`config.mk`:
```
export PLATFORM = sky130hd
export DESIGN_NAME = mem_access_unit
export DESIGN_NICKNAME = d
export VERILOG_FILES = /design/src/rtl/mem_access_pkg.sv /design/src/rtl/mem_access_unit_load_extend.sv /design/src/rtl/mem_access_unit.sv
export SDC_FILE = /design/constraint.sdc
export NUM_CORES = 1
export LEC_CHECK = 0
export ABC_AREA = 0
export CORE_MARGIN = 2
export CORE_UTILIZATION = 45
export DETAILED_ROUTE_END_ITERATION = 10
export PLACE_DENSITY = 0.88
export SLEW_MARGIN = 20
export SYNTH_ARGS = -nofsm -noshare
export SYNTH_HDL_FRONTEND = slang
export SYNTH_SLANG_ARGS = --single-unit
```
`constraint.sdc`:
```
create_clock -name clk -period 4.4 [get_ports clk]
set_input_delay 0.44 -clock clk [delete_from_list [all_inputs] [get_ports clk]]
set_output_delay 0.44 -clock clk [all_outputs]
set_load 0.1 [all_outputs]
```
`src/rtl/mem_access_pkg.sv`:
```
// Shared types and constants for the load/store bus access unit.
package mem_access_pkg;

    localparam int unsigned TIMEOUT_CYCLES_DEF = 255;

    localparam logic [2:0] F3_B  = 3'b000;
    localparam logic [2:0] F3_H  = 3'b001;
    localparam logic [2:0] F3_W  = 3'b010;
    localparam logic [2:0] F3_BU = 3'b100;
    localparam logic [2:0] F3_HU = 3'b101;

    typedef enum logic [1:0] {
        IDLE,
        REQ,
        RESP
    } state_e;

    typedef enum logic [1:0] {
        SZ_B,
        SZ_H,
        SZ_W
    } size_e;

    // Unlisted encodings (011/110/111) fall through to word accesses.
    function automatic size_e f3_size(input logic [2:0] f3);
        case (f3)
            F3_B, F3_BU: f3_size = SZ_B;
            F3_H, F3_HU: f3_size = SZ_H;
            default:     f3_size = SZ_W;
        endcase
    endfunction

endpackage

```
`src/rtl/mem_access_unit_load_extend.sv`:
```
// Load lane alignment: shifts the bus word down by the byte offset and sign/zero extends.
module load_extend
    import mem_access_pkg::*;
(
    input  logic [31:0] word_i,
    input  logic [1:0]  off_i,
    input  logic [2:0]  funct3_i,
    output logic [31:0] data_o
);

    logic [31:0] shifted;
    logic        sext;

    always_comb begin
        shifted = word_i >> {off_i, 3'b000};
        sext    = ~funct3_i[2];
        data_o  = shifted;
        case (f3_size(funct3_i))
            SZ_B:    data_o = {{24{sext & shifted[7]}}, shifted[7:0]};
            SZ_H:    data_o = {{16{sext & shifted[15]}}, shifted[15:0]};
            default: data_o = shifted;
        endcase
    end

endmodule

```
`src/rtl/mem_access_unit.sv`:
```
// Load/store unit bridging the pipeline to a request/ack bus with timeout.
// Define MISALIGN_TRAP_EN to abort misaligned H/W accesses with misalign_err.
module mem_access_unit
    import mem_access_pkg::*;
#(
    parameter int unsigned TIMEOUT_CYCLES = TIMEOUT_CYCLES_DEF
) (
    input  logic        clk,
    input  logic        reset,
    input  logic        mem_read,
    input  logic        mem_write,
    input  logic [2:0]  funct3,
    input  logic [31:0] addr,
    input  logic [31:0] wdata,
    output logic [31:0] rdata,
    output logic        stall,
    output logic        done,
    output logic        bus_req,
    output logic        bus_we,
    output logic [31:0] bus_addr,
    output logic [31:0] bus_wdata,
    output logic [3:0]  bus_be,
    input  logic        bus_ack,
    input  logic [31:0] bus_rdata,
    output logic        bus_err,
    output logic        misalign_err
);

    localparam int unsigned CW = $clog2(TIMEOUT_CYCLES + 1);
    localparam logic [CW-1:0] CNT_LAST = CW'(TIMEOUT_CYCLES - 1);

    state_e      state_q, state_d;
    logic [31:0] addr_q, addr_d;
    logic [31:0] wdata_q, wdata_d;
    logic [3:0]  be_q, be_d;
    logic [2:0]  f3_q, f3_d;
    logic        we_q, we_d;
    logic [CW-1:0] cnt_q, cnt_d;
    logic [31:0] rdata_q, rdata_d;
    logic        err_q, err_d;
    logic [31:0] ext_data;
    size_e       size;
    logic [1:0]  off_eff;
`ifdef MISALIGN_TRAP_EN
    logic        mis_q, mis_d;
    logic        misaligned;
`endif

    load_extend u_load_extend (
        .word_i  (bus_rdata),
        .off_i   (addr_q[1:0]),
        .funct3_i(f3_q),
        .data_o  (ext_data)
    );

    always_comb begin
        state_d = state_q;
        addr_d  = addr_q;
        wdata_d = wdata_q;
        be_d    = be_q;
        f3_d    = f3_q;
        we_d    = we_q;
        cnt_d   = cnt_q;
        rdata_d = rdata_q;
        err_d   = err_q;
`ifdef MISALIGN_TRAP_EN
        mis_d      = mis_q;
        misaligned = 1'b0;
`endif
        size    = f3_size(funct3);
        off_eff = addr[1:0];

        case (state_q)
            IDLE: begin
                if (mem_read | mem_write) begin
                    // Low address bits beyond the access width are dropped so the
                    // lane shift and byte enables stay naturally aligned.
                    case (size)
                        SZ_B: begin
                            off_eff = addr[1:0];
                            be_d    = 4'b0001 << addr[1:0];
                            wdata_d = {4{wdata[7:0]}};
                        end
                        SZ_H: begin
                            off_eff = {addr[1], 1'b0};
                            be_d    = 4'b0011 << {addr[1], 1'b0};
                            wdata_d = {2{wdata[15:0]}};
                        end
                        default: begin
                            off_eff = 2'b00;
                            be_d    = 4'b1111;
                            wdata_d = wdata;
                        end
                    endcase
                    addr_d  = {addr[31:2], off_eff};
                    f3_d    = funct3;
                    we_d    = mem_write;
                    cnt_d   = '0;
                    err_d   = 1'b0;
                    state_d = REQ;
`ifdef MISALIGN_TRAP_EN
                    misaligned = ((size == SZ_H) && addr[0]) ||
                                 ((size == SZ_W) && (addr[1:0] != 2'b00));
                    if (misaligned) begin
                        mis_d   = 1'b1;
                        rdata_d = '0;
                        state_d = RESP;
                    end
`endif
                end
            end
            REQ: begin
                cnt_d = cnt_q + CW'(1);
                if (bus_ack) begin
                    rdata_d = ext_data;
                    err_d   = 1'b0;
                    state_d = RESP;
                end else if (cnt_q == CNT_LAST) begin
                    rdata_d = '0;
                    err_d   = 1'b1;
                    state_d = RESP;
                end
            end
            RESP: begin
                err_d   = 1'b0;
`ifdef MISALIGN_TRAP_EN
                mis_d   = 1'b0;
`endif
                state_d = IDLE;
            end
            default: state_d = IDLE;
        endcase
    end

    always_ff @(posedge clk or posedge reset) begin
        if (reset) begin
            state_q <= IDLE;
            addr_q  <= '0;
            wdata_q <= '0;
            be_q    <= '0;
            f3_q    <= '0;
            we_q    <= 1'b0;
            cnt_q   <= '0;
            rdata_q <= '0;
            err_q   <= 1'b0;
`ifdef MISALIGN_TRAP_EN
            mis_q   <= 1'b0;
`endif
        end else begin
            state_q <= state_d;
            addr_q  <= addr_d;
            wdata_q <= wdata_d;
            be_q    <= be_d;
            f3_q    <= f3_d;
            we_q    <= we_d;
            cnt_q   <= cnt_d;
            rdata_q <= rdata_d;
            err_q   <= err_d;
`ifdef MISALIGN_TRAP_EN
            mis_q   <= mis_d;
`endif
        end
    end

    assign bus_req   = (state_q == REQ);
    assign done      = (state_q == RESP);
    assign stall     = (state_q == REQ) || ((state_q == IDLE) && (mem_read || mem_write));
    assign bus_we    = we_q;
    assign bus_addr  = {addr_q[31:2], 2'b00};
    assign bus_wdata = wdata_q;
    assign bus_be    = be_q;
    assign rdata     = rdata_q;
    assign bus_err   = err_q;
`ifdef MISALIGN_TRAP_EN
    assign misalign_err = mis_q;
`else
    assign misalign_err = 1'b0;
`endif

endmodule
```
Word level (Yosys, flattened, before mapping)
Index checks and enable logic that the tools add are counted.
{"block": "totals", "out_inout_bits": 106, "regBits": 115, "inputBits": 104, "elab_cells": 68}
{"block": "classes", "reduce_logical": 20, "n_bitwise": 4, "n_eq_ne": 13, "n_shift": 3, "n_addsub": 1, "mux": 18}
{"operator": "$pmux W32 S2", "n": 2}
{"operator": "$mux W32", "n": 2}
{"operator": "$shr A32 B5 Y32", "n": 1}
{"operator": "$pmux W2 S2", "n": 4}
{"operator": "$pmux W8 S2", "n": 1}
{"operator": "$eq A3 B3 Y1 const B", "n": 4}
{"operator": "$add A8 B1 Y8 const B", "n": 1}
{"operator": "$eq A8 B8 Y1 const B", "n": 1}
{"operator": "$mux W8", "n": 1}
{"operator": "$pmux W4 S2", "n": 1}
{"operator": "$reduce_and A2 Y1", "n": 4}
{"operator": "$reduce_or A2 Y1", "n": 4}
{"operator": "$eq A2 B1 Y1 const B", "n": 3}
{"operator": "$eq A3 B1 Y1 const B", "n": 2}
{"operator": "$logic_not A2 Y1", "n": 3}
{"operator": "$logic_not A3 Y1", "n": 2}
{"operator": "$mux W2", "n": 3}
{"operator": "$reduce_bool A2 Y1", "n": 2}
{"operator": "$shl A1 B2 Y4 const A", "n": 1}
{"operator": "$shl A2 B2 Y4 const A", "n": 1}
{"operator": "$mux W1", "n": 3}
{"operator": "$ne A3 B1 Y1 const B", "n": 1}
{"operator": "$pmux W1 S3", "n": 1}
{"operator": "$reduce_and A3 Y1", "n": 1}
{"operator": "other kinds (8)", "n": 10}

Logic depth before layout (Yosys ltp)
Gate-level depths: netlist (run 1).
{"block": "logic_depth", "word_depth": 6, "ltp_mapped": 7, "depth_no_buf": 5}

By module
From an unflattened synthesis (run 1), not the netlist that was laid out.
{"block": "hier_totals", "cells_unflattened": 572, "area_unflattened_um2": 6124.6}
{"module": "mem_access_unit", "area_per_inst_um2": 5420.2, "seq_area_each_um2": 2877.8, "cells_per_inst": 465, "instances": 1}
{"module": "load_extend", "area_per_inst_um2": 704.4, "seq_area_each_um2": 0.0, "cells_per_inst": 107, "instances": 1}

Worst setup path after synthesis (run 1)
Ideal clock, no wire load.
{"block": "synth_timing", "kind": "register to output", "start": "reg state_q[1]", "end": "out done", "path_slack_ps": 2256, "required_time_ps": 3960, "path_stages_with_launch": 3, "t_arrival_ps": 1704, "path_buffers": 0, "path_cell_list": "dfrtp_1 -> inv_1 -> nor2_1"}
{"block": "synth_via", "elab_chain_len": 1}
{"element": "start, declared", "line_no": "mem_access_unit.sv:32", "rtl": "state_e state_q, state_d;"}
{"element": "start signal, assigned", "line_no": "mem_access_unit.sv:150", "rtl": "state_q <= state_d;"}
{"element": "$eq A2 B2 Y1", "line_no": "mem_access_unit.sv:166", "rtl": "assign done = (state_q == RESP);"}
{"element": "end, declared", "line_no": "mem_access_unit.sv:17", "rtl": "output logic done,"}
Every way passes these cells.

Worst setup path in the final report (run 1)
{"block": "layout_timing", "start": "reg state_q[0]", "end": "out bus_req"}
{"block": "layout_via", "elab_chain_len": 1}
{"element": "$eq A2 B1 Y1", "line_no": "mem_access_unit.sv:165", "rtl": "assign bus_req = (state_q == REQ);"}
{"element": "end, declared", "line_no": "mem_access_unit.sv:18", "rtl": "output logic bus_req,"}
Every way passes these cells.

==> results of run 1 <==
## sequential cells by signal, indices dropped and copies added, names as in the netlist
signal     flops
cnt_q          8
f3_q           3
addr_q        32
rdata         32
bus_we         1
bus_be         4
bus_wdata     32
bus_err        1
state_q        2
## worst max-delay path: cells and delay by family, from the launching register on
kind / cells / cell delay [ps]
flip-flops: 1 / 520
buffers and inverters: 2 / 1410
AND/OR/NAND/NOR: 1 / 280
## cells by family (layout without fill, tap and decap cells)
group,after synthesis,after routing,synth area share [%]
xor gates and xnor gates,2,2,0.313
adders and majority gates,2,2,0.447
buffers and inverters,77,251,8.07
DFF,115,115,51.4
AOI/OAI and AO/OA,114,114,14.5
other,1,3,0.0670
and+or+nand+nor,229,229,17.5
muxes,42,42,7.73
## placed cells by master (no fill, tap or decap), types with 7 or more instances in the layout
master and count:
a211o_1 15, a21oi_1 17, a221o_1 8, a32o_1 7, buf_4 7, clkbuf_16 17
clkdlybuf4s50_1 206, dfrtp_1 114, mux2i_1 41, nand2_1 167, nand3_1 7, nand3b_1 9
nor2_1 24, nor2b_1 8, o21ai_0 41, o2bb2ai_1 8
## metal layers
layer  global-route usage (%)  up-vias  wire length [µm]
met5                        0        -                 0
met4                     10.5        0               463
met3                     8.21       36              1400
met2                     42.2      226              8010
met1                     27.4     2408              6060
li1                         -     2283                 -
## area by class of cell
| type | count | area (µm²) |
|---|---|---|
| fill | 937 | 3970 |
| sequential | 115 | 2880 |
| multi-input combinational | 392 | 2300 |
| timing repair buffer | 213 | 2110 |
| clock buffer | 26 | 509 |
| tap | 168 | 210 |
| clock inverter | 4 | 47.5 |
| inverter | 8 | 32.5 |
## worst min-delay path by stage
stage	endpoint	slack, ps
4_1_cts	addr_q[11]	440
3_5_place_dp	addr_q[28]	460
6_report	addr_q[2]	430
3_3_place_gp	addr_q[5]	460
2_1_floorplan	addr_q[10]	450
5_1_grt	addr_q[14]	460
## through the flow
step | area [µm²] | util (%) | worst slack (ps)
after global routing | 8090 | 67.1 | 1290
after CTS | 8090 | 67.1 | 1350
final | 8090 | 67.1 | 1340
after floorplan | 5610 | - | 916
after detailed placement | 7530 | 62.5 | 1430
after global placement | 7530 | 62.4 | 1480
==> results by group, run 1 <==
Critical path
  • CP Class: reg -> out
  • Worst setup SP type: flip-flop
  • CP max stage delay: 1170 ps
  • CP Capture Type: output pin
  • R2r endpoint: rdata[24]
  • CP max stage cell: clkdlybuf4s50_1
  • Crit Path Max Fanout: 9
  • R2R depth: 4
  • Worst setup path end: bus_req
  • CP Cell Sequence: nand2b_1, inv_2, clkdlybuf4s50_1
  • Worst r2r src: state_q[0]
  • Register-to-register path setup slack: between 2000 and 2500 ps
  • CP Launch Point: state_q[0]
  • CP Data Required Time: slightly below 4000 ps
  • WP data arrival: about 2600 ps

Logic synthesis
  • Syn Std Cell Area: 5600 µm²
  • Synth area leader: dfrtp_1
  • Post-synth EDFFs: 0
  • Most common cell in the netlist: nand2_1
  • Post-synthesis sequential area ratio: between 50% and 60%
  • Flops & latches, synth: between 100 and 150
  • Most used DFF post-synth: dfrtp_1
  • Top cells by count, synth: nand2_1, dfrtp_1, mux2i_1, o21ai_0, buf_4
  • Post-synthesis cell type count: 46
  • Ranking of synthesized cells by area: dfrtp_1, nand2_1, mux2i_1
  • Syn Area/Cell: ~9.6 µm²
  • Synth top area share: between 50 and 60%
  • Synth Instances: just under 600
  • Asr flop ratio synth: 100%
  • Synth warn: 0

STA
  • RSZ-0062 raised after global routing: no
  • Setup violators final: 0
  • Slew Limit Fails: 0
  • Setup TNS: 0 ps
  • Period utilization: 69.4%
  • Fmax: between 300 and 400 MHz
  • Fin Hold WS: roughly 430 ps
  • Slew HR: 32.0%
  • Final hold vios: 0
  • Clock Skew: about 7 ps
  • Slew @ Worst Pin: slightly above 1000 ps
  • Final min period: between 3000 and 4000 ps

Clock network
  • Root buf cell: clkbuf_16
  • PostCTS Resize Cnt: 0
  • CTS H-tree lvls: 4
  • CTS hold repair buffers: 0
  • Num CTS Buffers: 17
  • Clock sinks: ~120
  • Setup Buffers After CTS: 0
  • CTS tree: done
  • Skew-Pair Late Insertion Delay: roughly 410 ps
  • CTS max path bufs: 2
  • Clock slew at reported path FFs: 50 ps

Global routing
  • Grt ovf: 0
  • Vias in the first global route: around 5100
  • First-pass GRT wire length: roughly 25 mm
  • Largest net degree at the start of global routing: a little under 100
  • Initial antenna violation count: 0
  • Gr usage total: around 24%

Floorplanning
  • Core ar.: about 12000 µm²
  • IO Pins: 210
  • Starting Density: a little under half
  • Die Y: roughly 120 µm
  • Die X: 116 µm
  • Row count: 40
  • Die area: roughly 13000 µm²

Finish
  • Final #Nets: 853
  • Share of cells above drive strength 1: under 10%
  • Final std cells w/o fill: roughly 930
  • Synthesis-to-finish area growth: 44.5%
  • N_diodes: 0

Placement
  • Gpl congestion: 0.913
  • Post-DP HPWL: ~11 mm
  • IO Port Bufs: between 200 and 250
  • Placed cell count: roughly 900

Flow run
  • Max Cap Viol: 0

Drt
  • DR vias: between 4000 and 5000
  • Vias per inst: around 5.3
  • Drt wl/cell: around 17 µm
  • Starting DRC count in detailed routing: about 320
  • Routed WL: 15.9 mm
  • Final ANT Viol Nets: 0
  • DRC: 0
  • 1st-pass router iterations: 7

Hold path
  • Hold crit path type: in -> async

Status
  • Status: completed
Power of run 1 is not shown: default switching activity piles up to over one toggle a cycle in this logic, so the estimate is an artifact.
==> run 2, diff against run 1 <==
- CORE_UTILIZATION: 45 -> 40
- PLACE_DENSITY: 0.88 -> 0.83
- clock period: 4.4 -> 2.7 ns (I/O delays scaled with it)
==> run 2 against run 1 <==
Sequential share of layout area grew 0.49 points. Die area increased by 12%. Flip-flop and latch count unchanged. Setup slack got worse by 710 ps. Clock skew about the same. Critical endpoint is now stall.
==> results by group, run 2 (synthesized netlist as in run 1, its figures left out) <==
Drt
  • Routed WL: between 15 and 20 mm
  • DR vias: roughly 4700
  • Vias per inst: 5.00
  • DRC: 0
  • Final ANT Viol Nets: 0
  • Starting DRC count in detailed routing: 350
  • Drt wl/cell: approximately 16 µm
  • 1st-pass router iterations: 4

Critical path
  • CP Class: reg -> out
  • CP Data Required Time: between 2000 and 2500 ps
  • CP Launch Point: state_q[0]
  • R2r endpoint: rdata[28]
  • Buffers & Inverters on Critical Path: 2
  • Worst setup SP type: flip-flop
  • Register-to-register path setup slack: 770 ps
  • CP max stage cell: o31ai_1
  • R2R depth: 4
  • Crit Path Max Fanout: 7
  • CP max stage delay: 610 ps
  • CP Cell Sequence: o31ai_1, inv_1, buf_4
  • WP data arrival: 1800 ps
  • WP depth: 3
  • CP Capture Type: output pin
  • Crit-path leading delay family: compound AO/OA/AOI/OAI gates
  • Worst setup path end: stall
  • Worst r2r src: addr_q[1]

Placement
  • Placed cell count: about 910
  • IO Port Bufs: a little over 200
  • Gpl congestion: 0.792
  • Post-DP HPWL: about 11 mm

Floorplanning
  • Starting Density: about 41%
  • Die X: approximately 120 µm
  • Row count: 43
  • IO Pins: 210
  • Core ar.: between 10000 and 15000 µm²
  • Die Y: 122 µm
  • Die area: between 10000 and 15000 µm²

Status
  • Status: completed

Finish
  • Filler Cell Count: between 1000 and 1500
  • Share of cells above drive strength 1: a little over a fifth
  • Commonest non-fill, non-tap cells in the layout: nand2_1, dfrtp_1, buf_4
  • Final #Nets: between 800 and 900
  • N_diodes: 0
  • Final std cells w/o fill: around 950
  • Most common cell after layout, fill and taps aside: nand2_1
  • Synthesis-to-finish area growth: 42.5%

STA
  • Final min period: roughly 2100 ps
  • Clock Skew: between 7 and 8 ps
  • Fmax: approximately 480 MHz
  • Setup violators final: 0
  • Slew Limit Fails: 0
  • RSZ-0062 raised after global routing: no
  • Slew @ Worst Pin: between 700 and 800 ps
  • Final hold vios: 0
  • Setup TNS: 0 ps
  • Period utilization: approximately 77%
  • Slew HR: 51.2%

Global routing
  • Grt ovf: 0
  • Largest net degree at the start of global routing: 78
  • Grt met3 use: 7.67%
  • Initial antenna violation count: 1
  • Vias in the first global route: 4734
  • Gr usage total: between 20% and 30%
  • Grt met1 use: approximately a quarter
  • M2 GR Usage: roughly 34%
  • First-pass GRT wire length: 23.9 mm
  • GR peak layer: met2

Clock network
  • Num CTS Buffers: 17
  • Clock slew at reported path FFs: about 50 ps
  • Root buf cell: clkbuf_16
  • CTS tree: done
  • PostCTS Resize Cnt: 0
  • CTS max path bufs: 2
  • Skew-Pair Late Insertion Delay: about 400 ps
  • CTS H-tree lvls: 4
  • Clock sinks: roughly 120
  • CTS hold repair buffers: 0
  • Setup Buffers After CTS: 0

Flow run
  • Max Cap Viol: 0

Hold path
  • Hold crit path type: in -> async
==> run 2: changes by cell type in the layout (fill, tap and decap cells not counted), sizes merged <==
cell	previous run	this run
bufinv	1	3
clkinvlp	1	3
clkdlybuf4s50	206	103
clkinv	2	4
inv	8	7
clkbuf	26	23
buf	7	116
==> run 2: worst reg2reg max path, cell delays in order (launching register included) <==
cell      delay, ps
dfrtp_1         390
buf_4           350
mux2i_1         200
a311oi_4        720
a221o_1         210
==> run 2: per-layer routing <==
metal | up-vias | share of wire, %
met4 | 0 | 1.4
met1 | 2257 | 42
met5 | - | 0
met2 | 152 | 49
met3 | 20 | 8.2
li1 | 2300 | -
==> run 2: cell type report <==
type / count / area, µm² / area share (%)
Clock buffer: 23 / 498 / 6.24
Clock inverter: 9 / 125 / 1.57
Inverter: 8 / 33.8 / 0.423
Multi-Input combinational cell: 392 / 2290 / 28.7
Sequential cell: 115 / 2880 / 36.1
Tap cell: 180 / 225 / 2.82
Timing Repair Buffer: 219 / 1930 / 24.1
==> run 2: how the worst min path moves through the flow <==
stage,cells after the start,to
final,2,rdata[17]
after global routing,2,rdata[4]
after CTS,2,rdata[17]
after detailed placement,2,addr_q[23]
after global placement,2,addr_q[21]
after floorplan,2,addr_q[10]
==> run 2: through the flow <==
step	cell area [µm²]	hold slack, ps	utilization [%]	setup slack, ps
2_1_floorplan	5610	375	-	726
3_3_place_gp	7360	460	53.4	540
3_5_place_dp	7360	463	53.4	499
4_1_cts	7980	283	57.9	642
5_1_grt	7980	298	57.9	541
6_report	7980	281	57.9	630
Power of run 2 is left out for the same reason.
==> run 3, diff against run 2 <==
- CORE_UTILIZATION: 40 -> 45
- PLACE_DENSITY: 0.83 -> 0.88
- clock period: 2.7 -> 2.05 ns (I/O delays scaled with it)
==> run 3 against run 2 <==
Critical path depth is 2 higher. First-iteration DRC count increased by 34%. Cell count down 0.85%. Setup slack lost 460 ps. Largest cell class unchanged. Via count is 6.5% higher. Global-route usage increased by 4.1 points. Hold slack worse by 94 ps. Die area fell by 11%. Final area grew 0.74%. Clock skew fell by 0.63 ps. Sequential share of layout area down 0.26 points. Register-to-register slack lost 600 ps.
==> results by group, run 3 (synthesized netlist as in run 1, its figures left out) <==
Global routing
  • Vias in the first global route: ~5200
  • Gr usage total: between 20 and 25%
  • Initial antenna violation count: 0
  • Largest net degree at the start of global routing: 97
  • First-pass GRT wire length: between 20 and 30 mm
  • Grt ovf: 0

STA
  • Setup TNS: 0 ps
  • Slew HR: between 60 and 70%
  • Setup violators final: 0
  • Final min period: between 1500 and 2000 ps
  • Fmax: 532 MHz
  • RSZ-0062 raised after global routing: no
  • Fin worst setup slack: 169 ps
  • Slew Limit Fails: 0
  • Period utilization: between 90% and 100%
  • Slew @ Worst Pin: approximately 520 ps
  • Clock Skew: between 6 and 7 ps
  • Final hold vios: 0

Clock network
  • CTS tree: done
  • CTS H-tree lvls: 4
  • Skew-Pair Late Insertion Delay: 410 ps
  • Clock slew at reported path FFs: around 60 ps
  • Clock sinks: around 120
  • CTS max path bufs: 2
  • Num CTS Buffers: 17
  • Root buf cell: clkbuf_16

Critical path
  • Crit Path Max Fanout: 23
  • CP Class: reg -> reg
  • WP data arrival: between 2000 and 2500 ps
  • Worst r2r src: addr_q[1]
  • Register-to-register path setup slack: ~170 ps
  • Worst setup SP type: flip-flop
  • R2R depth: 5
  • CP Data Required Time: between 2000 and 2500 ps
  • R2r endpoint: rdata[28]
  • CP Capture Type: flip-flop

Drt
  • Starting DRC count in detailed routing: 468
  • DR vias: between 5000 and 6000
  • Routed WL: 16.3 mm
  • Final ANT Viol Nets: 0
  • 1st-pass router iterations: 6
  • Vias per inst: approximately 5.4
  • Drt wl/cell: 17.4 µm
  • DRC: 0

Finish
  • Final #Nets: between 800 and 900
  • Share of cells above drive strength 1: a little over a fifth
  • Filler Cell Count: a little over 900
  • Fin area: roughly 8000 µm²
  • Area of the multi-input gates: around 2300 µm²
  • Most common cell after layout, fill and taps aside: nand2_1
  • Commonest non-fill, non-tap cells in the layout: nand2_1, dfrtp_1, buf_4
  • Reg area: between 2000 and 3000 µm²
  • Synthesis-to-finish area growth: 43.6%
  • N_diodes: 0

Floorplanning
  • Starting Density: 46.4%
  • IO Pins: 210
  • Row count: 40
  • Die Y: between 100 and 150 µm
  • Die X: roughly 120 µm
  • Die area: ~13000 µm²
  • Core ar.: ~12000 µm²

Placement
  • IO Port Bufs: roughly 200
  • Post-DP HPWL: about 12 mm
  • Pre-CTS WS: -48.8 ps
  • Gpl congestion: ~0.93
  • Placed inst area: ~7400 µm²

Status
  • Status: completed

Flow run
  • Max Cap Viol: 0

Hold path
  • Hold crit path type: in -> async
## run 3: repair_timing
item | in CTS | in global routing
setup buffers | 0 | 1
endpoints found under the setup margin | 0 | 3
resized for setup | 0 | 0
hold buffers | 0 | 0
## run 3: routing by layer
metal | GRT usage (%) | up-vias | part of all wire, %
met3 | 7.17 | 43 | 8.1
met2 | 42.3 | 276 | 50
met5 | 0 | - | 0
met1 | 28.9 | 2410 | 39
met4 | 12.0 | 0 | 3.3
li1 | - | 2307 | -
## run 3: how the worst max path moves through the flow
stage               cells after the start  slack, ps        from         to
global route                            5         80   addr_q[1]  rdata[29]
detailed placement                      5        -50     bus_ack  rdata[28]
CTS                                     4        140  state_q[1]  rdata[30]
finish                                  5        170   addr_q[1]  rdata[28]
global placement                        5         70     bus_ack  rdata[27]
floorplan                               7        120  state_q[1]  rdata[26]
## run 3: worst max-delay path, cell delays in order, from the launching register on
cell and delay [ps]:
dfrtp_1 400, buf_4 190, buf_4 220, nand3b_1 370
nor2_2 390, a221o_1 230
## run 3: through the flow
| stage | utilization (%) | hold slack [ps] | instances |
|---|---|---|---|
| 2_1_floorplan | - | 310 | 584 |
| 6_report | 66.6 | 186 | 938 |
| 5_1_grt | 66.6 | 212 | 938 |
| 3_3_place_gp | 61.7 | 461 | 905 |
| 4_1_cts | 66.5 | 186 | 937 |
| 3_5_place_dp | 61.7 | 466 | 905 |
## run 3: layout make-up
| cell class | count | area share (%) |
|---|---|---|
| Tap cell | 168 | 2.61 |
| Clock inverter | 11 | 1.35 |
| Sequential cell | 115 | 35.8 |
| Multi-Input combinational cell | 392 | 28.5 |
| Timing Repair Buffer | 223 | 25.4 |
| Clock buffer | 21 | 5.85 |
| Inverter | 8 | 0.420 |
Power of run 3 is left out for the same reason.
